**config.mk**
```make
export PLATFORM = sky130hd
export DESIGN_NAME = seq_mult4
export DESIGN_NICKNAME = d
export VERILOG_FILES = /design/src/rtl/seq_mult4.sv
export SDC_FILE = /design/constraint.sdc
export NUM_CORES = 1
export LEC_CHECK = 0
export ABC_CLOCK_PERIOD_IN_PS = 1500
export BUFFER_PORTS_ARGS = -buffer_cell sky130_fd_sc_hd__buf_2
export CORE_ASPECT_RATIO = 0.75
export CORE_MARGIN = 2
export CORE_UTILIZATION = 48
export DETAILED_ROUTE_END_ITERATION = 8
export PLACE_DENSITY = 0.77
export SYNTH_ARGS = -nofsm -noshare
export SYNTH_HDL_FRONTEND = slang
export SYNTH_SLANG_ARGS = --single-unit
```
**constraint.sdc**
```tcl
create_clock -name clk -period 1.5 [get_ports clk]
set_clock_uncertainty 0.05 [all_clocks]
set_input_delay 0.075 -clock clk [delete_from_list [all_inputs] [get_ports clk]]
set_output_delay 0.075 -clock clk [all_outputs]
set_load 0.01 [all_outputs]
```
**src/rtl/seq_mult4.sv**
```systemverilog
// ---------------------------------------------------------------------------
// seq_mult4 -- sequential shift-add unsigned multiplier controller.
//
// The arithmetic itself lives in one external WIDTH-bit ripple-carry adder
// (CPA). This block drives the CPA operands from its own registers and, on
// every RUN cycle, registers the CPA sum and carry-out back into the
// accumulator while shifting the {A,Q} pair right. After WIDTH RUN cycles the
// 2*WIDTH-bit product sits in {A,Q}. It is then copied to p and done pulses.
//
// Ports
//   clk        in   1        rising-edge clock
//   reset_n    in   1        asynchronous active-low reset
//   start      in   1        operation request, looked at only in IDLE
//   a          in   WIDTH    multiplicand, captured on an accepted start
//   b          in   WIDTH    multiplier, captured on an accepted start
//   busy       out  1        high while the multiply is running
//   done       out  1        one-cycle pulse; p is valid from this cycle on
//   p          out  2*WIDTH  product register, held until the next completion
//   cpa_a      out  WIDTH    CPA operand a: accumulator A
//   cpa_b      out  WIDTH    CPA operand b: Q[0] ? M : 0
//   cpa_cin    out  1        CPA carry-in, tied to 0
//   cpa_s      in   WIDTH    CPA sum
//   cpa_cout   in   1        CPA carry-out
//   dbg_state  out  2        current FSM state (0=IDLE, 1=RUN, 2=DONE)
//
// Handshake: a request is a cycle with start=1 while busy=0 and done=0, which
// means the FSM is in IDLE. That cycle's clock edge accepts it and captures a
// and b. There is no ready signal and no queue. A start seen in RUN or DONE is
// dropped. The result is announced by a single done cycle and stays on p.
// ---------------------------------------------------------------------------
module seq_mult4 #(
  parameter int WIDTH = 4
) (
  input  logic               clk,
  input  logic               reset_n,
  input  logic               start,
  input  logic [WIDTH-1:0]   a,
  input  logic [WIDTH-1:0]   b,
  output logic               busy,
  output logic               done,
  output logic [2*WIDTH-1:0] p,
  output logic [WIDTH-1:0]   cpa_a,
  output logic [WIDTH-1:0]   cpa_b,
  output logic               cpa_cin,
  input  logic [WIDTH-1:0]   cpa_s,
  input  logic               cpa_cout,
  output logic [1:0]         dbg_state
);

  // cnt must hold the value WIDTH itself, so it needs one bit beyond clog2.
  localparam int              CW       = $clog2(WIDTH) + 1;
  localparam logic [CW-1:0]   CNT_INIT = CW'(WIDTH);
  localparam logic [CW-1:0]   CNT_LAST = CW'(1);

  typedef enum logic [1:0] {
    IDLE = 2'd0,
    RUN  = 2'd1,
    DONE = 2'd2
  } state_t;

  state_t             state;
  logic [WIDTH-1:0]   acc;    // accumulator A (high product half)
  logic [WIDTH-1:0]   mq;     // multiplier Q, becomes the low product half
  logic [WIDTH-1:0]   mcand;  // multiplicand M
  logic [CW-1:0]      cnt;    // RUN cycles remaining

  // Add-and-shift result: the carry-out becomes the new top bit of A.
  // Every bit of the sum is kept, so no carry is ever lost.
  logic [2*WIDTH-1:0] shifted;
  assign shifted = {cpa_cout, cpa_s, mq[WIDTH-1:1]};

  always_ff @(posedge clk or negedge reset_n) begin
    if (!reset_n) begin
      state <= IDLE;
      acc   <= '0;
      mq    <= '0;
      mcand <= '0;
      cnt   <= '0;
      p     <= '0;
    end else begin
      case (state)
        IDLE: begin
          if (start) begin
            mcand <= a;
            mq    <= b;
            acc   <= '0;
            cnt   <= CNT_INIT;
            state <= RUN;
          end
        end
        RUN: begin
          {acc, mq} <= shifted;
          cnt       <= cnt - CNT_LAST;
          if (cnt == CNT_LAST) begin
            p     <= shifted;
            state <= DONE;
          end
        end
        DONE: begin
          state <= IDLE;
        end
        default: begin
          state <= IDLE;
        end
      endcase
    end
  end

  // Status outputs and CPA operands come only from registers, so they are
  // glitch-free and have no combinational path from start, a or b.
  assign busy      = (state == RUN);
  assign done      = (state == DONE);
  assign dbg_state = state;

  assign cpa_a   = acc;
  assign cpa_b   = mq[0] ? mcand : '0;
  assign cpa_cin = 1'b0;

endmodule

```
# == Word level (Yosys, flattened, before mapping) ==
# Cells that the tools add are included.
# op_classes
addsub,1
n_eq_ne,5
reduce_logical,6
mux,10
# ops
cell,count
4-bit one-hot mux with 2 select lines,2
4-bit 2-to-1 mux,3
2-bit AND reduction,4
3-bit one-hot mux with 2 select lines,1
2-bit 2-to-1 mux,2
2-bit one-hot mux with 2 select lines,1
3-bit by 1-bit == test with 1-bit output (second input constant),1
3-bit 2-to-1 mux,1
3-bit by 1-bit subtractor with 3-bit output (second input constant),1
2-bit by 1-bit == test with 1-bit output (second input constant),1
2-bit == test (second input constant),1
2-bit zero test,1
2-bit by 1-bit != test with 1-bit output (second input constant),1
2-bit != test (second input constant),1
2-bit nonzero test,1
# totals
wordCells,28
input_bits,16
out_inout_bits,21
ff_bits,25

# == Depth between registers and ports, before layout ==
# depth
word_depth,3
mapped_depth,5
depth_no_buf,4

# == Worst setup path after synthesis ==
# No wires, ideal clock.
# synth_path
kind,reg2reg
from,register cnt[1]
to,register p[3]
period_less_slack_ns,1.420
setup_ns,0.125
path_buffers,1
path_stages_with_launch,6
t_arrival_ns,1.245
setup_slack_ns,0.080
required_time_ns,1.325
cell_sequence,dfrtp_1 -> inv_1 -> ha_1 -> and4bb_2 -> buf_4 -> mux2_2
# synth_between
elab_chain_cells,2
# synth_rtl
item,line_no,text
"start, declared",65,logic [CW-1:0] cnt;
"start signal, assigned",93,cnt <= cnt - CNT_LAST;
3-bit by 1-bit == test with 1-bit output,94,if (cnt == CNT_LAST) begin
2-bit AND reduction (no source line),--,
"end signal, assigned",95,p <= shifted;
"end, declared",41,"output logic [2*WIDTH-1:0] p,"
# Every way passes these cells.
# A chain may end at the register's enable or synchronous reset.

# == Worst setup path after layout ==
# layout_path
from,register cnt[1]
to,register p[4]
# The elaborated chain is that of the path after synthesis.

==> parameters.txt <==
Parameter                              Value

Clock network
  Clock transition at the registers of the reported paths ... 0.14 ns
  Maximum clock path buffer count ... 2
  Clock network latency to the later pin of the worst-skew pair ... 0.32 ns
  Number of clock sinks ... 25
  H-tree levels ... 1
  CTS tree ... done
  Clock root buffer ... clkbuf_4
  Number of buffers added by the clock tree synthesis step ... 3

Power and ir drop
  Tot Pwr ... 2886 uW
  Fraction of power consumed by the clock network ... 0.104
  Cell Int Power ... 1838 uW
  Share of total power in combinational logic ... 0.482
  Static Leakage ... 0.0006950 uW
  Sw Pwr ... 1048 uW
  Total power density per cell area ... 1987 nW/um2
  Peak supply drop ... 1048 uV
  Flop pwr share ... 0.414
  Switching Share ... 0.3632

Floorplanning
  Row cnt ... 14
  Placeable core region ... 2085 um2
  Width of the die ... 59.21 um
  Count of pins on the block boundary ... 37
  Starting density of the core ... 0.5264
  Vertical die dimension ... 45.41 um
  Full die area ... 2688 um2

Place
  Placer's final routability congestion estimate ... 0.6698
  Placed Cells incl. Taps ... 139
  HPWL Detailed ... 1582 um
  Number of port buffers ... 35

STA
  Final period util ... 0.9929
  Number of pins with negative max-slew slack in the final report ... 0
  Sum of negative setup slack ... 0 ns
  Count of endpoints failing hold in the final timing report ... 0
  Minimum period implied by the final worst setup slack ... 1.489 ns
  Max-Slew Margin vs Limit ... 0.6274
  Fmax achieved ... 671.5 MHz
  Fin Hold WS ... 0.06936 ns
  Setup-failing EPs final ... 0
  Worst Tran Pin Value ... 0.5589 ns
  RSZ-0062 raised after global routing ... yes

Detailed routing
  Top metal layer carrying routed signals ... met4
  Met3 WL post-DR ... 81 um
  Initial DRC count ... 19
  Total length of routed wires ... 2414 um
  Via-per-instance ratio ... 5.416
  Remaining DRCs ... 0
  Total met2 wirelength after detailed routing ... 1163 um
  Routed length on met1 ... 1143 um
  Pre-antenna DRT Iters ... 4
  Avg WL per Cell ... 15.68 um
  Vias ... 834
  Remaining antenna violation count ... 0

Global route
  Total global routing overflow ... 0
  Overall track demand over capacity in global routing ... 0.2033
  Vias in the first global route ... 827
  Maximum number of pins on one net before global-route repair ... 26
  Global-route wire length before repair ... 3933 um
  Initial antenna violation count ... 0

Worst hold path
  Hold worst-path end ... mq[3]$_DFFE_PN0P_
  Hold path start ... b[3]
  Number of cells on the worst hold path ... 3
  Hold WC Path Type ... input port to flop

Cells and area
  Fin cells ... 154
  Antenna diode count ... 0
  Synthesis-to-finish area growth ... 32.38%
  Total of fill cells in the finished design ... 144
  Fraction of final layout cells with drive strength greater than 1 ... 0.4846
  Number of nets in the final layout ... 149

Synth
  Total nets after synthesis ... 98
  Sequential-to-total area share from yosys stat ... 0.5701
  Syn avg cell area ... 13.72 um2
  Cell area after synthesis ... 1097 um2
  Number of warnings issued by yosys ... 0
  Number of distinct library cell variants in the gate-level netlist after synthesis ... 25
  Number of register bits inferred by synthesis ... 25
  Library cell with the largest summed area after synthesis ... dfrtp_1
  Area share of the largest cell type after synthesis ... 0.5701
  Largest cells by area after synthesis ... dfrtp_1 (57%), mux2_2 (12%), a22o_1 (3.2%)
  Mapped Cells ... 80

Setup path
  Depth of the worst register-to-register path ... 4
  Terminus of the critical flop-to-flop path ... p[4]$_DFFE_PN0P_
  Crit path launch type ... flop
  Flop2flop setup slack ... 0.01 ns
  Crit Reg-Reg Startpoint ... cnt[1]$_DFFE_PN0P_
  Worst-path fanout max ... 9
  Class of the most critical setup path ... flop to flop
  Worst Path Arrival ... 1.65 ns
  CP required ... 1.66 ns
  CP Capture Type ... flop

Outcome
  Run status ... finished, final reports clean

Flow run
  Max-cap violations ... 0
[critical path, stage by stage, from the launching register on]
cell and delay, ns:
dfrtp_1 0.39, inv_1 0.07, ha_1 0.17, and4bb_4 0.34
mux2_2 0.36
[per-layer routing]
metal | track usage | vias up
li1 | - | 386
met1 | 0.2775 | 426
met2 | 0.3209 | 18
met3 | 0.05966 | 4
met4 | 0.05455 | 0
met5 | 0 | -
[synthesized netlist by cell type (all sizes together)]
cell type and n:
a211oi 2, a221oi 1, a22o 4, a31oi 1, and2 5, and4bb 1
buf 4, conb 1, dfrtp 25, ha 2, inv 6, mux2 12
mux2i 1, nand2b 1, nor2b 1, nor3b 4, nor4b 2, o21ba 1
o21bai 1, o221a 2, o22ai 1, or4b 2
[area by class of cell]
type                       count  area, um2  area share
multi-input combinational     45      435.4      0.2997
inverter                       6      22.52     0.01550
timing repair buffer          50      312.8      0.2153
tap                           24      30.03     0.02067
sequential                    25      625.6      0.4307
clock buffer                   4      26.28     0.01809
[logic make-up after synthesis]
kind of cell,Yosys count,share of synthesized area
AO/OA/AOI/OAI,13,0.1049
adder cells (fa/ha/maj),2,0.02280
buffers and inverters,10,0.04902
flip-flops,25,0.5701
multiplexers,13,0.1323
other,1,0.003417
AND/OR/NAND/NOR,16,0.1175
[per-stage QoR]
step	setup WS, ns	cell area [um2]	util
finish	0.01070	1453	0.6969
global route	-0.05288	1453	0.6969
detailed placement	-0.03327	1301	0.6243
CTS	0.003925	1439	0.6903
floorplan	0.08019	1097	-
global placement	0.03280	1301	0.6243
[layout by cell type (no fill, tap or decap), types with 2 or more instances in the layout]
master / instances
o221a_2: 2
buf_4: 5
dfrtp_1: 25
mux2_2: 12
or4b_1: 2
a22o_1: 4
nor3b_1: 3
dlygate4sd3_1: 10
a211oi_1: 2
clkbuf_4: 3
and2_1: 5
nor4b_1: 2
buf_2: 35
ha_1: 2
inv_1: 5
[power by group through the flow]
stage | clock (uW) | sequential (uW) | combinational (uW)
after floorplan | 0 | 1270 | 747
after global placement | 0 | 1190 | 1250
after detailed placement | 0 | 1200 | 1290
after CTS | 313 | 1190 | 1360
after global routing | 337 | 1240 | 1510
final | 300 | 1200 | 1390
[flip-flops by register name, summed over array words and instances, names as in the netlist]
| register | count |
|---|---|
| p | 8 |
| cpa_a | 4 |
| mcand | 4 |
| mq | 4 |
| cnt | 3 |
| dbg_state | 2 |
[repair_timing]
item / 4_1_cts / 5_1_grt
gates resized for setup: 2 / 3
cloned: 0 / 0
endpoints found under the hold margin: 39 / 0
hold buffers: 10 / 0
setup endpoints to repair: 9 / 14
setup buffers: 1 / 0
[worst max path at each step]
| stage | to | cells after the start | startpoint | slack (ns) |
|---|---|---|---|---|
| after floorplan | p[3]$_DFFE_PN0P_ | 5 | cnt[1]$_DFFE_PN0P_ | 0.08 |
| after global routing | p[2]$_DFFE_PN0P_ | 4 | cnt[1]$_DFFE_PN0P_ | -0.05 |
| after detailed placement | p[4]$_DFFE_PN0P_ | 4 | cnt[1]$_DFFE_PN0P_ | -0.03 |
| after global placement | p[5]$_DFFE_PN0P_ | 4 | cnt[1]$_DFFE_PN0P_ | 0.03 |
| after CTS | busy | 4 | dbg_state[1]$_DFFE_PN0P_ | 0.004 |
| final | p[4]$_DFFE_PN0P_ | 4 | cnt[1]$_DFFE_PN0P_ | 0.01 |
No activity file was read; power rests on OpenSTA's default activity.
